<file path="config.mk">
export PLATFORM = sky130hd
export DESIGN_NAME = misr_compactor_flat
export DESIGN_NICKNAME = d
export VERILOG_FILES = /design/src/rtl/misr_pkg.sv /design/src/rtl/misr_compactor_if.sv /design/src/rtl/misr_core.sv /design/src/rtl/misr_compactor.sv /design/src/flat_wrapper.sv
export SDC_FILE = /design/constraint.sdc
export NUM_CORES = 1
export LEC_CHECK = 0
export ABC_AREA = 1
export CORE_MARGIN = 2
export CORE_UTILIZATION = 50
export CTS_BUF_LIST = sky130_fd_sc_hd__clkbuf_8 sky130_fd_sc_hd__clkbuf_16
export DETAILED_ROUTE_END_ITERATION = 10
export GPL_TIMING_DRIVEN = 0
export PLACE_DENSITY = 0.88
export SYNTH_ARGS = -nofsm -noshare
export SYNTH_HDL_FRONTEND = slang
export SYNTH_HIERARCHICAL = 1
export SYNTH_SLANG_ARGS = --single-unit
</file>
<file path="constraint.sdc">
create_clock -name clk -period 2.3 [get_ports clk]
set_input_delay 0.345 -clock clk [delete_from_list [all_inputs] [get_ports clk]]
set_output_delay 0.345 -clock clk [all_outputs]
set_load 0.01 [all_outputs]
</file>
<file path="src/rtl/misr_pkg.sv">
// Shared types and defaults for the MISR response compactor.
package misr_pkg;

  typedef enum logic [1:0] {
    IDLE = 2'd0,
    RUN  = 2'd1,
    DONE = 2'd2
  } state_t;

  // x^17 + x^14 + 1, with the x^17 term implicit
  localparam logic [16:0] POLY_DEFAULT = 17'h04001;

endpackage

</file>
<file path="src/rtl/misr_compactor_if.sv">
// Response-beat handshake between an adder under test and the compactor.
interface misr_compactor_if #(
  parameter int N = 16
);
  logic         resp_valid;
  logic         resp_ready;
  logic [N-1:0] sum;
  logic         co;

  modport master (output resp_valid, sum, co, input  resp_ready);
  modport slave  (input  resp_valid, sum, co, output resp_ready);
endinterface

</file>
<file path="src/rtl/misr_core.sv">
// Multiple-input signature register: shift with polynomial feedback, XOR in d.
module misr_core
  import misr_pkg::*;
#(
  parameter int           W    = 17,
  parameter logic [W-1:0] POLY = POLY_DEFAULT
) (
  input  logic         clk,
  input  logic         rst,
  input  logic         clear,
  input  logic         en,
  input  logic [W-1:0] d,
  output logic [W-1:0] sig
);

  logic [W-1:0] sig_nxt;

  always_comb begin
    sig_nxt = {sig[W-2:0], 1'b0} ^ d ^ (POLY & {W{sig[W-1]}});
  end

  always_ff @(posedge clk) begin
    if (rst || clear) begin
      sig <= '0;
    end else if (en) begin
      sig <= sig_nxt;
    end
  end

endmodule

</file>
<file path="src/rtl/misr_compactor.sv">
// Session FSM, beat counter and golden compare around the MISR datapath.
module misr_compactor
  import misr_pkg::*;
#(
  parameter int           N     = 16,
  parameter logic [N:0]   POLY  = POLY_DEFAULT,
  parameter int           CNT_W = 16
) (
  input  logic             clk,
  input  logic             rst,
  input  logic             start,
  input  logic [CNT_W-1:0] pattern_count,
  input  logic [N:0]       golden,
  misr_compactor_if.slave  resp,
  output logic             busy,
  output logic             done,
  output logic             pass,
  output logic [N:0]       signature
);

  localparam int W = N + 1;

  state_t           state, state_nxt;
  logic [CNT_W-1:0] cnt, cnt_lat, cnt_inc;
  logic [W-1:0]     gold_lat, d, sig_nxt;
  logic             pass_r, ready, accept, start_ok, last_beat;

  assign d         = {resp.co, resp.sum};
  assign ready     = (state == RUN);
  assign accept    = resp.resp_valid && ready;
  assign start_ok  = start && (state != RUN);
  assign cnt_inc   = cnt + CNT_W'(1);
  assign last_beat = (cnt_inc == cnt_lat);

  assign resp.resp_ready = ready;
  assign busy            = (state == RUN);
  assign done            = (state == DONE);
  assign pass            = pass_r;

  // Mirrors the core's update so pass can be registered on the same edge
  // that moves the FSM into DONE.
  always_comb begin
    sig_nxt = {signature[W-2:0], 1'b0} ^ d ^ (POLY & {W{signature[W-1]}});
  end

  always_comb begin
    state_nxt = state;
    case (state)
      IDLE, DONE: if (start) state_nxt = (pattern_count == '0) ? DONE : RUN;
      RUN:        if (accept && last_beat) state_nxt = DONE;
      default:    state_nxt = IDLE;
    endcase
  end

  always_ff @(posedge clk) begin
    if (rst) begin
      state    <= IDLE;
      cnt      <= '0;
      cnt_lat  <= '0;
      gold_lat <= '0;
      pass_r   <= 1'b0;
    end else begin
      state <= state_nxt;
      if (start_ok) begin
        cnt      <= '0;
        cnt_lat  <= pattern_count;
        gold_lat <= golden;
        pass_r   <= (pattern_count == '0) && (golden == '0);
      end else if (accept) begin
        cnt <= cnt_inc;
        if (last_beat) pass_r <= (sig_nxt == gold_lat);
      end
    end
  end

  misr_core #(.W(W), .POLY(POLY)) u_core (
    .clk   (clk),
    .rst   (rst),
    .clear (start_ok),
    .en    (accept),
    .d     (d),
    .sig   (signature)
  );

endmodule

</file>
<file path="src/flat_wrapper.sv">
// flat-port wrapper written by rule: the top's interface ports become plain ports
module misr_compactor_flat import misr_pkg::*;
#(
  parameter int           N     = 16,
  parameter logic [N:0]   POLY  = POLY_DEFAULT,
  parameter int           CNT_W = 16
)
  (clk, rst, start, pattern_count, golden, busy, done, pass, signature, resp_resp_valid, resp_sum, resp_co, resp_resp_ready);
  misr_compactor_if #(.N(N)) resp_i ();
  input  logic clk;
  input  logic rst;
  input  logic start;
  input  logic [CNT_W-1:0] pattern_count;
  input  logic [N:0] golden;
  output logic busy;
  output logic done;
  output logic pass;
  output logic [N:0] signature;
  input wire logic [$bits(resp_i.resp_valid)-1:0] resp_resp_valid;
  input wire logic [$bits(resp_i.sum)-1:0] resp_sum;
  input wire logic [$bits(resp_i.co)-1:0] resp_co;
  output wire logic [$bits(resp_i.resp_ready)-1:0] resp_resp_ready;
  assign resp_i.resp_valid = resp_resp_valid;
  assign resp_i.sum = resp_sum;
  assign resp_i.co = resp_co;
  assign resp_resp_ready = resp_i.resp_ready;
  misr_compactor #(.N(N), .POLY(POLY), .CNT_W(CNT_W)) u_core (.clk(clk), .rst(rst), .start(start), .pattern_count(pattern_count), .golden(golden), .resp(resp_i), .busy(busy), .done(done), .pass(pass), .signature(signature));
endmodule
</file>
==> results of run 1 <==
[sequential cells by signal, summed over array words and instances, names as in the netlist]
register,cells
u_core/u_core/sig,17
u_core/gold_lat,17
u_core/cnt_lat,16
u_core/cnt,16
u_core/pass,1
u_core/state,2
[power by group through the flow]
stage | logic (W) | clock network [W] | registers (W)
floorplan | 0.000329 | 0 | 0.00135
global placement | 0.000551 | 0 | 0.00135
detailed placement | 0.000570 | 0 | 0.00135
CTS | 0.000576 | 0.00124 | 0.00133
global route | 0.000639 | 0.00129 | 0.00134
finish | 0.000585 | 0.00123 | 0.00133
[cell families after synthesis]
| group | share of synthesized area, % |
|---|---|
| simple gates | 29.32 |
| compound gates | 12.72 |
| buf+inv | 9.239 |
| flops | 35.29 |
| xor+xnor | 13.11 |
| fa+ha+maj | 0.3196 |
[layer usage]
layer  part of all wire (%)  up-vias  GRT usage [%]
met3                    7.5       30          3.499
met4                    2.4        0          11.07
met1                     41     1902          32.37
li1                       -     1966              -
met5                      0        -              0
met2                     49      185          43.31
[layout make-up]
type                            instances  share of cell area (%)
Tap cell                              102                   2.521
Sequential cell                        69                   27.34
Buffer                                 20                   2.299
Timing Repair Buffer                   76                   14.93
Clock inverter                          7                   2.397
Multi-Input combinational cell        402                   43.18
Inverter                               66                   4.894
Clock buffer                            9                   2.447
[critical path, cell delays in order, from the launching register on]
cell and delay, ns:
sky130_fd_sc_hd__dfxtp_2 0.40, sky130_fd_sc_hd__ha_4 0.17, sky130_fd_sc_hd__nand2_2 0.07, sky130_fd_sc_hd__nor2_4 0.26, sky130_fd_sc_hd__buf_4 0.17, sky130_fd_sc_hd__nand4_1 0.17
sky130_fd_sc_hd__nand3_1 0.16, sky130_fd_sc_hd__nand2_1 0.08, sky130_fd_sc_hd__nor2_1 0.13, sky130_fd_sc_hd__nand2_1 0.09, sky130_fd_sc_hd__nor2_2 0.10, sky130_fd_sc_hd__nand2_1 0.08
sky130_fd_sc_hd__nand2_1 0.07, sky130_fd_sc_hd__nand3_1 0.07, sky130_fd_sc_hd__nand2_1 0.08, sky130_fd_sc_hd__inv_1 0.03
[synthesized netlist by cell type, drive strengths merged]
master  instances
nand2         130
nor2           74
dfxtp          69
inv            66
xor2           35
nand3          33
a21oi          31
o21ai          30
xnor2          21
a211oi         14
clkbuf         14
nand4           9
nor4            8
buf             6
o211ai          3
o21bai          3
a31oi           2
nand3b          2
o21a            2
ha              1
nor3            1
o31ai           1
or2             1
xnor3           1
[path summary, 6_finish.rpt]
path | from | to | slack [ns] | cells past startpoint
worst max register to register | u_core/cnt[0]$_SDFFE_PP0P_ | u_core/pass$_SDFFE_PP0P_ | 0.07 | 15
worst min-delay path | u_core/cnt_lat[11]$_SDFFE_PP0P_ | u_core/cnt_lat[11]$_SDFFE_PP0P_ | 0.48 | 2
worst min register to register | u_core/cnt_lat[11]$_SDFFE_PP0P_ | u_core/cnt_lat[11]$_SDFFE_PP0P_ | 0.48 | 2
worst max-delay path | u_core/cnt[0]$_SDFFE_PP0P_ | u_core/pass$_SDFFE_PP0P_ | 0.07 | 15
[repair_timing]
| action | in CTS | in global routing |
|---|---|---|
| endpoints found under the setup margin | 11 | 17 |
| hold buffers | 0 | 0 |
| pin swaps | 0 | 1 |
| setup buffers | 0 | 2 |
| gates resized for setup | 1 | 7 |
[stage by stage]
stage | TNS, ns | hold slack (ns) | std cells
4_1_cts | 0 | 0.4779 | 749
5_1_grt | -0.04394 | 0.4922 | 751
2_1_floorplan | 0 | 0.4459 | 557
6_report | 0 | 0.4786 | 751
3_3_place_gp | -5.469 | 0.4634 | 733
3_5_place_dp | -6.638 | 0.4669 | 733
==> results.md, run 1 <==
| Parameter | Value | Unit |
| --- | --- | --- |
| Run status | finished clean | - |
| Number of nets produced by synthesis | 612 | - |
| Worst setup timing slack at the placement stage | -0.5039 | ns |
| First-pass GRT wire length | 17.26 | mm |
| Signed area change from the synthesized netlist to the final layout | 29.35 | % |
| Number of routed nets with antenna violations | 0 | - |
| Fin crit period | 2.232 | ns |
| Post-DP HPWL | 8.098 | mm |
| Vertical die dimension | 92.48 | um |
| Cell leakage power | 2.222 | nW |
| Register area share after synthesis | 35.29 | % |
| Pin count of the biggest net entering global routing | 14 | - |
| Multi-input combinational cell area | 2186 | um2 |
| Top area cells in the synthesized netlist | sky130_fd_sc_hd__dfxtp_1, sky130_fd_sc_hd__nand2_1, sky130_fd_sc_hd__xor2_1, sky130_fd_sc_hd__nor2_1, sky130_fd_sc_hd__inv_1 | - |
| Utilization of the core after routing | 66.20 | % |
| Num ports | 75 | - |
| Clock edge transition at the registers on the reported setup and hold paths | 0.08 | ns |
| Clock network power share | 39.1 | % |
| Starting Density | 51.18 | % |
| Sequential cell fraction of total power | 42.2 | % |
| Measured slew at the worst slew-check pin | 0.5702 | ns |
| Cell taking the most area after synthesis | sky130_fd_sc_hd__dfxtp_1 | - |
| Slew Limit Fails | 0 | - |
| Via count of the routed design | 4083 | - |
| Arrival time reported for the critical path endpoint | 2.48 | ns |
| Startpoint type of the worst setup path | flip-flop | - |
| Count of buffers from port buffering | 74 | - |
| Flip-flop and latch count after synthesis | 69 | - |
| Global routing usage summed across all routing layers | 25.53 | % |
| Kind of capture point of the worst setup path | flip-flop | - |
| Clock tree from TritonCTS | done | - |
| CP Class | reg2reg | - |
| Final clock period utilization by the worst path | 97.04 | % |
| Most common cell after layout, fill and taps aside | sky130_fd_sc_hd__nand2_1 | - |
| Die outline width | 92.48 | um |
| Net Sw Frac | 27.90 | % |
| Cell Area, Synth | 3914 | um2 |
| Wire length per cell | 14.58 | um |
| Root Buffer Master | sky130_fd_sc_hd__clkbuf_8 | - |
| Hold Fails Final Rpt | 0 | - |
| Areal power density over the cells | 621.3 | nW/um2 |
| First drt pass iteration count | 5 | - |
| DRC violations left | 0 | - |
| Total power consumption of the routed design | 0.003145 | W |
| Gate count of the mapped netlist | 557 | - |
| IR Drop Worst-Case VDD | 0.3369 | mV |
| Htree depth | 3 | - |
| Vias per cell | 5.437 | - |
| Share of power burned in combinational logic | 18.6 | % |
| Number of global-route vias before repair | 3731 | - |
| DRT Wirelength | 10.95 | mm |
| Total die area | 8552 | um2 |
| Total clock sinks | 69 | - |
| Area of the core | 7647 | um2 |
| Share of post-route cells with drive strength above 1 | 8.012 | % |
| Gpl congestion | 0.8992 | - |
| Final standard cell area without fillers | 5062 | um2 |
| Worst EP required | 2.55 | ns |
| Synth top area share | 35.29 | % |
| Congestion Overflow GR | 0 | - |
| Number of distinct library cells after synthesis | 37 | - |
| Top fanout value on the critical path | 8 | - |
| FILL cells | 597 | - |
| Hold Crit Class | reg2reg | - |
| Power dissipated by switching net loads | 0.0008777 | W |
| Nets | 699 | - |
| Storage cell area | 1384 | um2 |
| Relative slew slack | 61.99 | % |
| Max Cap Viol | 0 | - |
| Number of buffers added by the clock tree synthesis step | 9 | - |
| Instance area after placement | 4782 | um2 |
| Per-instance average area after synthesis | 7.026 | um2 |
| Commonest cells after routing, fill and taps aside | sky130_fd_sc_hd__nand2_1, sky130_fd_sc_hd__clkdlybuf4s50_1, sky130_fd_sc_hd__dfxtp_1, sky130_fd_sc_hd__nor2_1, sky130_fd_sc_hd__inv_1 | - |
| Number of buffers on the longest clock path | 2 | - |
| Worst-skew pair later-pin latency | 0.34 | ns |
| Max frequency | 448.1 | MHz |
| Antenna violations before repair | 0 | - |
| Clock Skews | 0.01182 | ns |
| Setup slack after layout | 0.06816 | ns |
| Final setup violation count | 0 | - |
| Internal Dissipation | 0.002268 | W |
| Count of routing violations after the opening detailed-route iteration | 414 | - |
| Row count | 32 | - |
| Number of warning messages in the yosys log | 6 | - |
| Count of inserted antenna diode cells | 0 | - |
Note: power is estimated with default switching activity, not from simulation.
==> run 2: changes to the inputs <==
--- a/config.mk
+++ b/config.mk
@@ -16,3 +16,4 @@
 export SYNTH_HDL_FRONTEND = slang
 export SYNTH_HIERARCHICAL = 1
 export SYNTH_SLANG_ARGS = --single-unit
+export TNS_END_PERCENT = 5
==> run 2 against run 1 <==
Count of clock-buffer cells in the layout did not move. Register-to-register slack improved by 0.06 ns. Utilization shrank 0.29 points. Final cell count fell by 0.27%. Maximum frequency is 2.5% higher. Worst hold slack is essentially flat. Die area is the same. Sequential power about the same. Global-route usage unchanged. Clock skew decreased by 0.00058 ns. Combinational power is essentially flat. Final area shrank 0.45%.
==> results.md, run 2 (synthesis results as in run 1) <==
| Parameter | Value | Unit | Change |
| --- | --- | --- | --- |
| Run status | finished clean | - |  |
| Count of inserted antenna diode cells | 0 | - | unchanged |
| Top fanout value on the critical path | 10 | - | +2 |
| Nets | 697 | - | -0.29% |
| Leading registers by flop count | u_core/gold_lat (17), u_core/u_core/sig (17) | - |  |
| First drt pass iteration count | 6 | - | +1 |
| Hold Crit Class | reg2reg | - |  |
| List of cells traversed by the critical path | clkdlybuf4s50_1 > nand2_1 > inv_2 > clkbuf_1 > or2_1 > buf_6 > buf_8 > nor2_2 > o21ai_1 > inv_1 | - |  |
| CP Class | in2reg | - |  |
| Max Cap Viol | 0 | - | unchanged |
| Unrepaired setup endpoints after global routing | true | - |  |
| Hold Fails Final Rpt | 0 | - | unchanged |
| Count of buffers from port buffering | 74 | - | unchanged |
| Die outline width | 92.48 | um | unchanged |
| Num ports | 75 | - | unchanged |
| Commonest cells after routing, fill and taps aside | sky130_fd_sc_hd__nand2_1, sky130_fd_sc_hd__clkdlybuf4s50_1, sky130_fd_sc_hd__dfxtp_1, sky130_fd_sc_hd__inv_1, sky130_fd_sc_hd__nor2_1 | - |  |
| Cell leakage power | 2.210 | nW | -0.51% |
| Clock edge transition at the registers on the reported setup and hold paths | 0.08 | ns | about the same |
| Sequential cell fraction of total power | 42.3 | % | about the same |
| IR Drop Worst-Case VDD | 0.3351 | mV | -0.53% |
| Post-CTS Setup Repair Bufs | 0 | - | unchanged |
| Starting Density | 51.18 | % | unchanged |
| Count of routing violations after the opening detailed-route iteration | 387 | - | -6.5% |
| Startpoint of the worst register-to-register path | u_core/cnt[0]$_SDFFE_PP0P_ | - |  |
| Clock tree from TritonCTS | done | - |  |
| DRC violations left | 0 | - | unchanged |
| Via count of the routed design | 4065 | - | -0.44% |
| Top Family by Delay on Critical Path | buffers and inverters | - |  |
| Slew Limit Fails | 0 | - | unchanged |
| Clock network power share | 39.1 | % | about the same |
| Worst Hold Launch | u_core/cnt_lat[11]$_SDFFE_PP0P_ | - |  |
| Internal Dissipation | 0.002267 | W | about the same |
| Buf+Inv Stages, Crit Path | 6 | - | +4 |
| Power dissipated by switching net loads | 0.0008755 | W | -0.25% |
| Antenna violations before repair | 0 | - | unchanged |
| Number of cells after detailed placement | 733 | - | unchanged |
| Areal power density over the cells | 623.6 | nW/um2 | +0.37% |
| Vertical die dimension | 92.48 | um | unchanged |
| Final setup violation count | 0 | - | unchanged |
| Global routing usage summed across all routing layers | 25.53 | % | unchanged |
| Number of standard cells in the layout, taps in and fillers out | 749 | - | -0.27% |
| Row count | 32 | - | unchanged |
| Measured slew at the worst slew-check pin | 0.5919 | ns | +0.02167 ns |
| Htree depth | 3 | - | unchanged |
| Number of routed nets with antenna violations | 0 | - | unchanged |
| Number of buffers added by the clock tree synthesis step | 9 | - | unchanged |
| Area of the core | 7647 | um2 | unchanged |
| Signed area change from the synthesized netlist to the final layout | 28.77 | % |  |
| Crit path launch | start | - |  |
| Congestion Overflow GR | 0 | - | unchanged |
| Pin count of the biggest net entering global routing | 14 | - | unchanged |
| Max frequency | 459.5 | MHz | +2.5% |
| Wire length per cell | 14.50 | um | -0.53% |
| Worst setup timing slack at the placement stage | -0.5039 | ns | unchanged |
| First-pass GRT wire length | 17.26 | mm | unchanged |
| Kind of capture point of the worst setup path | flip-flop | - |  |
| Startpoint type of the worst setup path | input port | - |  |
| Fin crit period | 2.176 | ns | -0.05547 ns |
| Worst EP required | 2.54 | ns | about the same |
| FILL cells | 597 | - | unchanged |
| Max incr delay on CP | 0.53 | ns | +0.13 ns |
| Post-DP HPWL | 8.098 | mm | unchanged |
| Most common cell after layout, fill and taps aside | sky130_fd_sc_hd__nand2_1 | - |  |
| Vias per cell | 5.427 | - | -0.18% |
| Gpl congestion | 0.8992 | - | unchanged |
| Root Buffer Master | sky130_fd_sc_hd__clkbuf_8 | - |  |
| Clock Skews | 0.01124 | ns | -0.0005764 ns |
| Worst-skew pair later-pin latency | 0.34 | ns | about the same |
| Relative slew slack | 60.54 | % | -1.4 points |
| Share of post-route cells with drive strength above 1 | 7.883 | % | -0.13 points |
| Slowest cell on the critical path | sky130_fd_sc_hd__clkdlybuf4s50_1 | - |  |
| Setup slack after layout | 0.1236 | ns | +0.05547 ns |
| Net Sw Frac | 27.86 | % | -0.047 points |
| Arrival time reported for the critical path endpoint | 2.42 | ns | -0.06 ns |
| Final clock period utilization by the worst path | 94.62 | % | -2.4 points |
| Total die area | 8552 | um2 | unchanged |
| Number of buffers on the longest clock path | 2 | - | unchanged |
| Total clock sinks | 69 | - | unchanged |
| Share of power burned in combinational logic | 18.6 | % | about the same |
| Number of global-route vias before repair | 3731 | - | unchanged |
| DRT Wirelength | 10.86 | mm | -0.79% |
## run 2: changes by cell type in the layout (fill, tap and decap cells not counted)
cell,before,now
sky130_fd_sc_hd__ha_2,0,1
sky130_fd_sc_hd__ha_4,1,0
sky130_fd_sc_hd__buf_4,4,2
sky130_fd_sc_hd__nor2_1,64,63
sky130_fd_sc_hd__nor2_2,5,6
## run 2: final timing paths
check                                           end  slack [ns]  cells after the start
setup / recovery  u_core/u_core/sig[4]$_SDFFE_PP0P_        0.12                     10
hold / removal      u_core/cnt_lat[11]$_SDFFE_PP0P_        0.48                      2
setup reg to reg           u_core/pass$_SDFFE_PP0P_        0.12                     14
hold reg to reg     u_core/cnt_lat[11]$_SDFFE_PP0P_        0.48                      2
## run 2: through the flow
stage / util (%) / hold slack (ns) / total power [W] / instance area [um2] / TNS (ns)
after detailed placement: 62.53 / 0.4669 / 0.001923 / 4782 / -6.638
final: 65.90 / 0.4789 / 0.003143 / 5040 / 0
after CTS: 65.76 / 0.4779 / 0.003140 / 5029 / 0
after global routing: 65.90 / 0.4922 / 0.003272 / 5040 / -0.1161
after global placement: 62.53 / 0.4634 / 0.001901 / 4782 / -5.469
after floorplan: - / 0.4459 / 0.001675 / 3914 / 0
## run 2: cell type report
class | count | area (um2) | share of cell area, %
Multi-Input combinational cell | 402 | 2178 | 43.22
Sequential cell | 69 | 1384 | 27.46
Timing Repair Buffer | 74 | 740.7 | 14.70
Inverter | 66 | 247.7 | 4.916
Tap cell | 102 | 127.6 | 2.532
Clock buffer | 9 | 123.9 | 2.458
Clock inverter | 7 | 121.4 | 2.408
Buffer | 20 | 116.4 | 2.309
## run 2: worst reg2reg max path, stage by stage, from the launching register on
cell and delay, ns:
sky130_fd_sc_hd__dfxtp_2 0.38, sky130_fd_sc_hd__ha_2 0.22, sky130_fd_sc_hd__nand2_2 0.08, sky130_fd_sc_hd__nor2_4 0.25
sky130_fd_sc_hd__nand3b_1 0.16, sky130_fd_sc_hd__nand2_1 0.12, sky130_fd_sc_hd__nand2_1 0.06, sky130_fd_sc_hd__nand2_1 0.11
sky130_fd_sc_hd__nand4_1 0.18, sky130_fd_sc_hd__nor2_2 0.17, sky130_fd_sc_hd__nand2_1 0.09, sky130_fd_sc_hd__nand2_1 0.08
sky130_fd_sc_hd__nand3_1 0.07, sky130_fd_sc_hd__nand2_1 0.08, sky130_fd_sc_hd__inv_1 0.03
## run 2: power groups by stage
stage	registers (W)	logic, W	clock network, W
after floorplan	0.00135	0.000329	0
after detailed placement	0.00135	0.000570	0
final	0.00133	0.000586	0.00123
after CTS	0.00133	0.000576	0.00124
after global placement	0.00135	0.000551	0
after global routing	0.00134	0.000639	0.00129
## run 2: metal layers
layer / GRT usage (%) / part of all wire [%] / vias to the layer above
met3: 3.499 / 8.0 / 31
li1: - / - / 1959
met5: 0 / 0 / -
met4: 11.07 / 2.4 / 0
met1: 32.37 / 41 / 1885
met2: 43.31 / 49 / 190
## run 2: timing repair
action,in CTS,in global routing
pin swaps,0,1
setup endpoints to repair,11,17
resized for setup,1,7
hold endpoints to repair,0,0
hold buffers,0,0
==> run 3: changes to the inputs <==
--- a/config.mk
+++ b/config.mk
@@ -6,14 +6,14 @@
 export NUM_CORES = 1
 export LEC_CHECK = 0
 export ABC_AREA = 1
+export CAP_MARGIN = 10
 export CORE_MARGIN = 2
 export CORE_UTILIZATION = 50
 export CTS_BUF_LIST = sky130_fd_sc_hd__clkbuf_8 sky130_fd_sc_hd__clkbuf_16
 export DETAILED_ROUTE_END_ITERATION = 10
 export GPL_TIMING_DRIVEN = 0
-export PLACE_DENSITY = 0.88
+export PLACE_DENSITY = 0.89
 export SYNTH_ARGS = -nofsm -noshare
 export SYNTH_HDL_FRONTEND = slang
-export SYNTH_HIERARCHICAL = 1
 export SYNTH_SLANG_ARGS = --single-unit
 export TNS_END_PERCENT = 5
==> run 3 against run 2 <==
Utilization grew 0.91 points. Synthesized cell count shrank 0.72%. Final cell count shrank 0.93%. Sequential cell count is the same. Synthesized area shrank 6.0%. Sequential power is essentially flat. Setup slack gained 0.074 ns. Critical path depth grew 5. Count of clock-buffer cells in the layout is the same.
==> results.md, run 3 <==
| Parameter | Value | Unit | Change |
| --- | --- | --- | --- |
| Post-DP HPWL | 8.146 | mm | +0.60% |
| Worst reg2reg endpoint | u_core.state[1]$_SDFFE_PP0P_ | - |  |
| Kind of capture point of the worst setup path | flip-flop | - |  |
| Count of flip-flops with a built-in enable after synthesis | 0 | - | unchanged |
| Startpoint type of the worst setup path | flip-flop | - |  |
| Number of global-route vias before repair | 3764 | - | +0.88% |
| Nets | 693 | - | -0.57% |
| Most common cell after layout, fill and taps aside | sky130_fd_sc_hd__nand2_1 | - |  |
| Number of distinct library cells after synthesis | 30 | - | -19% |
| Cell leakage power | 1.973 | nW | -11% |
| Count leader, synth | sky130_fd_sc_hd__nand2_1 | - |  |
| Htree depth | 3 | - | unchanged |
| Startpoint of the worst register-to-register path | u_core.cnt[1]$_SDFFE_PP0P_ | - |  |
| Post-Synth XOR/XNOR Area | 7.145 | % | -6.0 points |
| Clock edge transition at the registers on the reported setup and hold paths | 0.08 | ns | about the same |
| Unrepaired setup endpoints after global routing | false | - |  |
| Most frequently used flop master after synthesis | sky130_fd_sc_hd__dfxtp_1 | - |  |
| Total die area | 8057 | um2 | -5.8% |
| Run status | finished clean | - |  |
| Clock tree from TritonCTS | done | - |  |
| Count of inserted antenna diode cells | 0 | - | unchanged |
| Largest family of logic cells by synthesized area | simple AND/OR/NAND/NOR gates | - |  |
| Starting Density | 51.25 | % | +0.069 points |
| Flip-flop and latch count after synthesis | 69 | - | unchanged |
| Total clock sinks | 69 | - | unchanged |
| Hold Worst Slack | 0.4727 | ns | -0.006170 ns |
| Total length of routed met2 wires | 5.253 | mm | -0.81% |
| Max Cap Viol | 0 | - | unchanged |
| Top fanout value on the critical path | 8 | - | -2 |
| Worst r2r path cells | 15 | - | +1 |
| Root Buffer Master | sky130_fd_sc_hd__clkbuf_8 | - |  |
| Hold Fails Final Rpt | 0 | - | unchanged |
| Num ports | 75 | - | unchanged |
| Number of cells after detailed placement | 726 | - | -0.95% |
| End of the worst hold path | u_core.cnt_lat[12]$_SDFFE_PP0P_ | - |  |
| Areal power density over the cells | 644.1 | nW/um2 | +3.3% |
| DRT Wirelength | 11.17 | mm | +2.9% |
| IR Drop Worst-Case VDD | 0.3622 | mV | +8.1% |
| Via count of the routed design | 3995 | - | -1.7% |
| Vias per cell | 5.384 | - | -0.79% |
| Number of buffers added by the clock tree synthesis step | 9 | - | unchanged |
| Number of nets produced by synthesis | 608 | - | -0.65% |
| CP Class | reg2reg | - |  |
| Global routing usage summed across all routing layers | 27.33 | % | +1.8 points |
| Cell Area, Synth | 3677 | um2 | -6.0% |
| Pin count of the biggest net entering global routing | 13 | - | -1 |
| Max frequency | 475.6 | MHz | +3.5% |
| Row count | 31 | - | -3.1% |
| Wire length per cell | 15.06 | um | +3.9% |
| Proportion of synthesized area in mux cells | 0 | % | unchanged |
| Vertical die dimension | 89.76 | um | -2.9% |
| Reg-to-reg setup timing slack | 0.20 | ns | +0.07 ns |
| Final clock period utilization by the worst path | 91.42 | % | -3.2 points |
| Number of routed nets with antenna violations | 0 | - | unchanged |
| Utilization of the core after routing | 66.82 | % | +0.91 points |
| Cell depth of the worst hold path | 2 | - | unchanged |
| Count of buffers from port buffering | 74 | - | unchanged |
| Post-CTS Setup Repair Bufs | 0 | - | unchanged |
| Die outline width | 89.76 | um | -2.9% |
| Met3 Routed Length | 745 | um | -14% |
| Final setup violation count | 0 | - | unchanged |
| Number of standard cells in the layout, taps in and fillers out | 742 | - | -0.93% |
| Worst EP required | 2.59 | ns | +0.05 ns |
| Proportion of synthesized flip-flops having asynchronous set or reset | 0 | % | unchanged |
| Crit path launch | u_core.cnt[1]$_SDFFE_PP0P_ | - |  |
| Commonest cells after routing, fill and taps aside | sky130_fd_sc_hd__nand2_1, sky130_fd_sc_hd__clkdlybuf4s50_1, sky130_fd_sc_hd__dfxtp_1, sky130_fd_sc_hd__inv_1, sky130_fd_sc_hd__a21oi_1 | - |  |
| Hold-fix buffers at CTS | 0 | - | unchanged |
| Worst Hold Launch | u_core.cnt_lat[12]$_SDFFE_PP0P_ | - |  |
| Post-Synth Simple-Gate Area | 29.64 | % | +0.32 points |
| Per-instance average area after synthesis | 6.650 | um2 | -5.4% |
| Adder-cell area share of the yosys netlist | 0.3403 | % | +0.021 points |
| Number of buffers on the longest clock path | 2 | - | unchanged |
| Count of routing violations after the opening detailed-route iteration | 288 | - | -26% |
| Register area share after synthesis | 37.56 | % | +2.3 points |
| First-pass GRT wire length | 17.73 | mm | +2.7% |
| FILL cells | 602 | - | +0.84% |
| Clock Skews | 0.01421 | ns | +0.002972 ns |
| Total of cells resized after clock tree synthesis | 0 | - | -1 |
| Gate count of the mapped netlist | 553 | - | -0.72% |
| Antenna violations before repair | 0 | - | unchanged |
| DRC violations left | 0 | - | unchanged |
| Cell taking the most area after synthesis | sky130_fd_sc_hd__dfxtp_1 | - |  |
| Slew Limit Fails | 0 | - | unchanged |
| Leading registers by flop count | u_core.gold_lat (17), u_core.u_core.sig (17) | - |  |
| Congestion Overflow GR | 0 | - | unchanged |
| Fin crit period | 2.103 | ns | -0.07360 ns |
| Total power consumption of the routed design | 0.003088 | W | -1.7% |
| Compound-Gate Fraction of Synth Area | 16.37 | % | +3.6 points |
| Met1 Routed Length | 4.814 | mm | +8.7% |
| Signed area change from the synthesized netlist to the final layout | 30.38 | % |  |
| Relative slew slack | 55.19 | % | -5.4 points |
| Hold Crit Class | reg2reg | - |  |
| Setup TNS | 0 | ns | unchanged |
| First drt pass iteration count | 5 | - | -1 |
| Leading cell types by count after synthesis | sky130_fd_sc_hd__nand2_1, sky130_fd_sc_hd__dfxtp_1, sky130_fd_sc_hd__inv_1 | - |  |
| Synth top area share | 37.56 | % | +2.3 points |
| Uppermost signal routing layer after detailed routing | met4 | - |  |
| Number of warning messages in the yosys log | 0 | - | -6 |
| Gpl congestion | 0.9037 | - | +0.50% |
| Share of post-route cells with drive strength above 1 | 5.910 | % | -2.0 points |
| Area of the core | 7176 | um2 | -6.2% |
| Worst-skew pair later-pin latency | 0.36 | ns | +0.02 ns |
| Arrival time reported for the critical path endpoint | 2.39 | ns | -0.03 ns |
| Measured slew at the worst slew-check pin | 0.6722 | ns | +0.08033 ns |
| Top area cells in the synthesized netlist | sky130_fd_sc_hd__dfxtp_1, sky130_fd_sc_hd__nand2_1, sky130_fd_sc_hd__a21oi_1, sky130_fd_sc_hd__o21ai_0, sky130_fd_sc_hd__inv_1 | - |  |
==> run 3: final cells by class <==
type	instances	area, um2	share of cell area, %
clock inverters	7	115.1	2.401
inverters	67	251.5	5.245
clock buffers	9	123.9	2.584
well taps	99	123.9	2.584
plain buffers	19	77.57	1.618
multi-input cells	398	1979	41.28
repair buffers	74	740.7	15.45
flip-flops and latches	69	1383	28.84
==> run 3: layer usage <==
layer	vias up	track usage (%)
met1	1826	35.10
met2	183	45.27
li1	1956	-
met3	30	3.604
met5	-	0
met4	0	13.85
==> run 3: kinds of logic (layout without fill, tap and decap cells) <==
| kind of cell | Yosys count | count (layout) |
|---|---|---|
| AO/OA/AOI/OAI | 115 | 115 |
| AND/OR/NAND/NOR | 252 | 252 |
| buffers and inverters | 86 | 176 |
| flip-flops | 69 | 69 |
| XOR/XNOR | 30 | 30 |
| adder cells (fa/ha/maj) | 1 | 1 |
==> run 3: worst max-delay path: stages (launching register included) <==
cell                      delay [ns]
sky130_fd_sc_hd__dfxtp_1        0.38
sky130_fd_sc_hd__ha_2           0.21
sky130_fd_sc_hd__nand2_1        0.12
sky130_fd_sc_hd__nor2_4         0.25
sky130_fd_sc_hd__nand3_1        0.11
sky130_fd_sc_hd__nand2_1        0.10
sky130_fd_sc_hd__nand2_1        0.09
sky130_fd_sc_hd__nand2_1        0.07
sky130_fd_sc_hd__nand2_1        0.05
sky130_fd_sc_hd__nor2_1         0.08
sky130_fd_sc_hd__nand2_1        0.09
sky130_fd_sc_hd__nor2_4         0.13
sky130_fd_sc_hd__nand2_1        0.09
sky130_fd_sc_hd__nand2_1        0.08
sky130_fd_sc_hd__nand2_1        0.07
sky130_fd_sc_hd__a21oi_2        0.10
==> run 3: metrics by stage <==
step	instance area, um2	worst slack, ns
2_1_floorplan	3677	0.5917
3_3_place_gp	4542	-0.1372
3_5_place_dp	4542	-0.1497
4_1_cts	4781	0.1362
5_1_grt	4795	0.006862
6_report	4795	0.1972
==> run 3: report_power, final <==
part / internal [W] / total [W] / switching, W
logic: 0.000237 / 0.000549 / 0.000312
clock network: 0.000716 / 0.00122 / 0.000499
registers: 0.00127 / 0.00132 / 0.0000531
==> run 3: worst max-delay path by stage <==
stage                              endpoint  slack, ns  cells after the start
5_1_grt        u_core.state[1]$_SDFFE_PP0P_      0.007                     15
3_3_place_gp   u_core.state[1]$_SDFFE_PP0P_      -0.14                     13
3_5_place_dp   u_core.state[1]$_SDFFE_PP0P_      -0.15                     13
2_1_floorplan      u_core.pass$_SDFFE_PP0P_       0.59                     14
6_report       u_core.state[1]$_SDFFE_PP0P_       0.20                     15
4_1_cts        u_core.state[1]$_SDFFE_PP0P_       0.14                     15
